## src/rtl/dht11_leitor_if.sv

```systemverilog
// Bus/handshake bundle between the DHT11 reader and its surroundings:
// pad level in, pad pull-down enable out, measurement words and status.
interface dht11_leitor_if;
  logic        medir;
  logic        dht_in;
  logic        dht_out_en;
  logic [15:0] temperatura;
  logic [15:0] umidade;
  logic        pronto;
  logic        erro_checksum;
  logic        erro_timeout;
  logic        ocupado;
  logic [3:0]  db_estado;

  // master: the side that requests measurements and models the pad
  modport master (
    output medir, dht_in,
    input  dht_out_en, temperatura, umidade, pronto,
           erro_checksum, erro_timeout, ocupado, db_estado
  );

  // slave: the reader itself
  modport slave (
    input  medir, dht_in,
    output dht_out_en, temperatura, umidade, pronto,
           erro_checksum, erro_timeout, ocupado, db_estado
  );
endinterface

```

## src/rtl/dht11_leitor.sv

```systemverilog
// DHT11/DHT22 single-wire reader: start pulse, response check, 40-bit
// pulse-width decode, checksum verify, registered measurement words.
module dht11_leitor #(
  parameter int START_CYCLES   = 900000,
  parameter int THRESH_CYCLES  = 2500,
  parameter int TIMEOUT_CYCLES = 10000,
  parameter int CW             = 20
) (
  input  logic           clock,
  input  logic           reset,
  dht11_leitor_if.slave  bus
);

  typedef enum logic [3:0] {
    INICIAL     = 4'd0,
    START_LOW   = 4'd1,
    ESPERA_RESP = 4'd2,
    RESP_LOW    = 4'd3,
    RESP_HIGH   = 4'd4,
    BIT_LOW     = 4'd5,
    BIT_HIGH    = 4'd6,
    CHECA       = 4'd7,
    ERRO        = 4'd8
  } estado_t;

  localparam logic [CW-1:0] START_M1 = CW'(START_CYCLES - 1);
  localparam logic [CW-1:0] TO_M1    = CW'(TIMEOUT_CYCLES - 1);
  localparam logic [CW-1:0] THRESH   = CW'(THRESH_CYCLES);

  estado_t       estado;
  logic          s1, s2, s_prev;
  logic [CW-1:0] cnt;
  logic [39:0]   sh;
  logic [5:0]    nbits;
  logic          out_en_r, pronto_r, err_ck_r, err_to_r;
  logic [15:0]   temp_r, umid_r;
  logic          subida, descida, tmo, bit_val;
  logic [7:0]    soma;

  assign subida  = s2 & ~s_prev;
  assign descida = ~s2 & s_prev;
  assign tmo     = (cnt == TO_M1);
  // cnt misses the edge-detect cycle, so the true high width is cnt+1;
  // width > THRESH therefore becomes cnt >= THRESH.
  assign bit_val = (cnt >= THRESH);
  assign soma    = sh[39:32] + sh[31:24] + sh[23:16] + sh[15:8];

  // 2-FF synchronizer plus previous-value flop for edge detection; idle bus is high
  always_ff @(posedge clock or negedge reset) begin
    if (!reset) begin
      s1     <= 1'b1;
      s2     <= 1'b1;
      s_prev <= 1'b1;
    end else begin
      s1     <= bus.dht_in;
      s2     <= s1;
      s_prev <= s2;
    end
  end

  // Main FSM: all outputs registered; counter cleared on every state change
  always_ff @(posedge clock or negedge reset) begin
    if (!reset) begin
      estado   <= INICIAL;
      cnt      <= '0;
      sh       <= '0;
      nbits    <= '0;
      out_en_r <= 1'b0;
      pronto_r <= 1'b0;
      err_ck_r <= 1'b0;
      err_to_r <= 1'b0;
      temp_r   <= '0;
      umid_r   <= '0;
    end else begin
      pronto_r <= 1'b0;
      case (estado)
        INICIAL: begin
          out_en_r <= 1'b0;
          cnt      <= '0;
          if (bus.medir) begin
            estado   <= START_LOW;
            out_en_r <= 1'b1;
            err_ck_r <= 1'b0;
            err_to_r <= 1'b0;
            sh       <= '0;
            nbits    <= '0;
          end
        end
        START_LOW: begin
          if (cnt == START_M1) begin
            estado   <= ESPERA_RESP;
            out_en_r <= 1'b0;
            cnt      <= '0;
          end else begin
            cnt <= cnt + 1'b1;
          end
        end
        ESPERA_RESP: begin
          if (descida)  begin estado <= RESP_LOW; cnt <= '0; end
          else if (tmo) begin estado <= ERRO; err_to_r <= 1'b1; cnt <= '0; end
          else          cnt <= cnt + 1'b1;
        end
        RESP_LOW: begin
          if (subida)   begin estado <= RESP_HIGH; cnt <= '0; end
          else if (tmo) begin estado <= ERRO; err_to_r <= 1'b1; cnt <= '0; end
          else          cnt <= cnt + 1'b1;
        end
        RESP_HIGH: begin
          if (descida)  begin estado <= BIT_LOW; cnt <= '0; end
          else if (tmo) begin estado <= ERRO; err_to_r <= 1'b1; cnt <= '0; end
          else          cnt <= cnt + 1'b1;
        end
        BIT_LOW: begin
          if (subida)   begin estado <= BIT_HIGH; cnt <= '0; end
          else if (tmo) begin estado <= ERRO; err_to_r <= 1'b1; cnt <= '0; end
          else          cnt <= cnt + 1'b1;
        end
        BIT_HIGH: begin
          if (descida) begin
            sh     <= {sh[38:0], bit_val};
            nbits  <= nbits + 1'b1;
            cnt    <= '0;
            estado <= (nbits == 6'd39) ? CHECA : BIT_LOW;
          end else if (tmo) begin
            estado   <= ERRO;
            err_to_r <= 1'b1;
            cnt      <= '0;
          end else begin
            cnt <= cnt + 1'b1;
          end
        end
        CHECA: begin
          if (soma == sh[7:0]) begin
            umid_r   <= sh[39:24];
            temp_r   <= sh[23:8];
            pronto_r <= 1'b1;
          end else begin
            err_ck_r <= 1'b1;
          end
          estado <= INICIAL;
          cnt    <= '0;
        end
        ERRO: begin
          out_en_r <= 1'b0;
          estado   <= INICIAL;
          cnt      <= '0;
        end
        default: begin
          out_en_r <= 1'b0;
          estado   <= INICIAL;
          cnt      <= '0;
        end
      endcase
    end
  end

  assign bus.dht_out_en    = out_en_r;
  assign bus.temperatura   = temp_r;
  assign bus.umidade       = umid_r;
  assign bus.pronto        = pronto_r;
  assign bus.erro_checksum = err_ck_r;
  assign bus.erro_timeout  = err_to_r;
  assign bus.ocupado       = (estado != INICIAL);
  assign bus.db_estado     = estado;

endmodule

```

## src/flat_wrapper.sv

```systemverilog
// flat-port wrapper written by rule: the top's interface ports become plain ports
module dht11_leitor_flat 
#(
  parameter int START_CYCLES   = 900000,
  parameter int THRESH_CYCLES  = 2500,
  parameter int TIMEOUT_CYCLES = 10000,
  parameter int CW             = 20
)
  (clock, reset, bus_medir, bus_dht_in, bus_dht_out_en, bus_temperatura, bus_umidade, bus_pronto, bus_erro_checksum, bus_erro_timeout, bus_ocupado, bus_db_estado);
  dht11_leitor_if bus_i ();
  input  logic clock;
  input  logic reset;
  input wire logic [$bits(bus_i.medir)-1:0] bus_medir;
  input wire logic [$bits(bus_i.dht_in)-1:0] bus_dht_in;
  output wire logic [$bits(bus_i.dht_out_en)-1:0] bus_dht_out_en;
  output wire logic [$bits(bus_i.temperatura)-1:0] bus_temperatura;
  output wire logic [$bits(bus_i.umidade)-1:0] bus_umidade;
  output wire logic [$bits(bus_i.pronto)-1:0] bus_pronto;
  output wire logic [$bits(bus_i.erro_checksum)-1:0] bus_erro_checksum;
  output wire logic [$bits(bus_i.erro_timeout)-1:0] bus_erro_timeout;
  output wire logic [$bits(bus_i.ocupado)-1:0] bus_ocupado;
  output wire logic [$bits(bus_i.db_estado)-1:0] bus_db_estado;
  assign bus_i.medir = bus_medir;
  assign bus_i.dht_in = bus_dht_in;
  assign bus_dht_out_en = bus_i.dht_out_en;
  assign bus_temperatura = bus_i.temperatura;
  assign bus_umidade = bus_i.umidade;
  assign bus_pronto = bus_i.pronto;
  assign bus_erro_checksum = bus_i.erro_checksum;
  assign bus_erro_timeout = bus_i.erro_timeout;
  assign bus_ocupado = bus_i.ocupado;
  assign bus_db_estado = bus_i.db_estado;
  dht11_leitor #(.START_CYCLES(START_CYCLES), .THRESH_CYCLES(THRESH_CYCLES), .TIMEOUT_CYCLES(TIMEOUT_CYCLES), .CW(CW)) u_core (.clock(clock), .reset(reset), .bus(bus_i));
endmodule
```

## config.mk

```make
export PLATFORM = sky130hd
export DESIGN_NAME = dht11_leitor_flat
export DESIGN_NICKNAME = d
export VERILOG_FILES = /design/src/rtl/dht11_leitor_if.sv /design/src/rtl/dht11_leitor.sv /design/src/flat_wrapper.sv
export SDC_FILE = /design/constraint.sdc
export NUM_CORES = 1
export LEC_CHECK = 0
export ABC_CLOCK_PERIOD_IN_PS = 10000
export BUFFER_PORTS_ARGS = -buffer_cell sky130_fd_sc_hd__buf_2
export CAP_MARGIN = 20
export CORE_UTILIZATION = 45
export DETAILED_ROUTE_END_ITERATION = 16
export PLACE_DENSITY = 0.68
export SYNTH_ARGS = -nofsm -noshare
export SYNTH_HDL_FRONTEND = slang
export SYNTH_SLANG_ARGS = --single-unit
```

## constraint.sdc

```tcl
create_clock -name clock -period 10 [get_ports clock]
set_input_delay 2 -clock clock [delete_from_list [all_inputs] [get_ports clock]]
set_output_delay 2 -clock clock [all_outputs]
set_load 0.05 [all_outputs]
```

==> results.toml <==
[run_status]
outcome = "completed"

[setup_path]
cp_slowest_cell = "or3_2"
path_class = "register to register"
slowest_delay_ns = 0.87
required_ns = 10.23
cp-start-kind = "register"
crit_path_end_kind = "register"
arrival_ns = 4.77
path_cells = "fa_1 > inv_1 > fa_1 > inv_1 > ha_1 > inv_1 > fa_1 > nand2b_1 > a21oi_2 > xnor2_1 > or4_1 > or3_2 > mux2_4"
worstPathMaxFanout = 33

[drt]
wl_per_cell_um = 15.82
dr.pass1.iters = 4
via_per_inst = 5.382
ant_nets = 0
drt-total-wl_um = 9889
vias = 3364
post-route-drc-count = 0
drtIter0Drc = 121

[timing]
whs_ns = 0.3595
post-route-period-util_pct = 45.44
fin_crit_ns = 4.544
tightest_slew_ns = 1.041
setup_viol = 0
finalHoldViolations = 0
grt_setup_unrepaired = "false"
slew_headroom_pct = 30.58
finClkSkew_ns = 0.007294
setup_tns_ns = 0
max_freq_mhz = 220.1
drv_slew = 0

[grt]
grt_pass1_wl_um = 16970
grt_max_degree = 90
grt_use_total_pct = 17.25
grt_pass1_vias = 3397
grt-ovfl-total = 0
antenna_found_initial = 0

[synth]
synthCells = 439
synth_seq_cells = 109
ys_async_sr_fraction_pct = 100.0
ys_seq_area_share_pct = 51.39
ys_warn_count = 0
ys.flop_type = "dfrtp_1"
yosys.cell_types.count = 46
syn_area_um2 = 5315
synth_area_per_cell_um2 = 12.11
synth_edf_count = 0
syn_nets = 467

[pwr]
leakage_nw = 2.946
ir_drop_uv = 264.9
seqPwrFrac_pct = 46.5
netSwitchingFraction_pct = 33.16
power_switching_mw = 0.3451
power_frac_comb_pct = 21.2
intPower_mw = 0.6956
p_per_area_nw_per_um2 = 174.9
p_clk_share_pct = 32.3

[layout]
nFillCells = 981
final_common_cell = "dfrtp_1"
nets = 505
layout.cells.most_common_list = "106 x dfrtp_1, 43 x buf_2, 35 x nor2_1, 35 x a22o_1, 29 x mux2_4"
instances_no_fill = 625
diodes = 0
syn2layout_area_growth_pct = 11.94
drive_above_1_share_pct = 22.41

[run]
cap_violations = 0

[worst_hold_path]
min_path_type = "register to register"

[floorplanning]
coreArea_um2 = 11470
die_area_um2 = 12250
initial_core_util_pct = 46.35
die_y_um = 110.7
rows = 39
die_w_um = 110.7
num_io_pins = 45

[placement]
portBuffers = 44
dp_cells = 607
globalplace.congestion = 0.8398
dpl.hpwl_um = 6800

[clock_tree]
cts_setup_buffers = 0
post_cts_resized = 0
cts_inserted_buffers = 9
clk_path_buf_depth = 2
clk_pin_slew_worst_paths_ns = 0.07
cts_tree = "done"
cts_root_buf = "clkbuf_16"
hold_buffers = 0
clock-sinks = 109
htreeDepth = 3
clkLatencyLatePin_ns = 0.35
## final cells by class
cell class	count	area, um^2	share of cell area [%]
tap	143	178.9	3.007
timing repair buffer	48	292.8	4.921
clock inverter	7	60.06	1.009
sequential	109	2731	45.91
inverter	22	82.58	1.388
clock buffer	9	225.2	3.785
multi-input combinational	287	2379	39.98
## path summary, 6_finish.rpt
check | slack [ns] | endpoint | cells after the start | from
max in group asynchronous | 7.46 | u_core.s_prev$_DFF_PN1_ | 3 | reset
min in group asynchronous | 1.52 | u_core.bus.temperatura[11]$_DFFE_PN0P_ | 1 | reset
worst max register to register | 5.46 | u_core.bus.umidade[1]$_DFFE_PN0P_ | 13 | u_core.sh[9]$_DFFE_PN0P_
worst min-delay path | 0.36 | u_core.s2$_DFF_PN1_ | 0 | u_core.s1$_DFF_PN1_
worst max-delay path | 5.46 | u_core.bus.umidade[1]$_DFFE_PN0P_ | 13 | u_core.sh[9]$_DFFE_PN0P_
worst min register to register | 0.36 | u_core.s2$_DFF_PN1_ | 0 | u_core.s1$_DFF_PN1_
## critical path, delay by kind of cell, from the launching register on
family	cells	cell delay [ns]
xor+xnor	1	0.11
compound gates	1	0.18
simple gates	3	1.52
flops	1	0.43
fa+ha+maj	4	1.53
mux	1	0.45
buf+inv	3	0.18
## cells in the mapped netlist (5+ instances only)
master	instances	area share [%]
a21oi_1	10	0.94
mux2_4	29	8.2
fa_1	14	5.3
a22o_1	35	5.8
or4_1	5	0.71
dfrtp_1	106	50
nor2_1	35	2.5
clkbuf_1	11	0.78
nand4_1	6	0.71
nor3_1	5	0.47
nand2_1	21	1.5
or3_1	5	0.59
nand2b_1	5	0.59
o21ai_0	20	1.9
nand3_1	13	1.2
xor2_1	16	2.6
xnor2_1	22	3.6
ha_1	10	2.4
inv_1	22	1.6
buf_2	5	0.47
## power groups by stage
stage	clock network (mW)	logic [mW]	registers (mW)
global placement	0	0.206	0.491
global route	0.364	0.241	0.488
finish	0.337	0.221	0.484
CTS	0.349	0.212	0.483
floorplan	0	0.143	0.516
detailed placement	0	0.211	0.492
## logic make-up (layout without fill, tap and decap cells)
logic type,Yosys count,after routing,synth area share [%]
AND/OR/NAND/NOR,112,112,10.71
flip-flops,109,109,51.39
AO/OA/AOI/OAI,81,81,10.97
buffers and inverters,43,86,4.214
XOR/XNOR,38,38,6.262
multiplexers,32,32,8.828
adder cells (fa/ha/maj),24,24,7.627
## state kept, by name (all words and copies together) (netlist names), 4 cells and up
| register | count |
|---|---|
| u_core.bus.temperatura | 16 |
| u_core.bus.db_estado | 4 |
| u_core.nbits | 6 |
| u_core.bus.umidade | 16 |
| u_core.sh | 40 |
| u_core.cnt | 20 |
## per-stage QoR
step           utilization (%)  area [um^2]  power (mW)  worst slack (ns)
3_5_place_dp             48.91         5609      0.7027             5.479
3_3_place_gp             48.91         5609      0.6975             5.566
5_1_grt                  51.88         5949       1.093             5.224
6_report                 51.88         5949       1.041             5.456
2_1_floorplan                -         5315      0.6590             6.101
4_1_cts                  51.40         5894       1.044             5.438
## metal layers
layer,global-route usage (%),vias up,part of all wire [%]
li1,-,1607,-
met4,5.244,0,1.7
met3,4.757,14,4.5
met2,27.62,73,47
met1,22.91,1670,47
met5,0,-,0
Power figures use the tool's default switching activity.
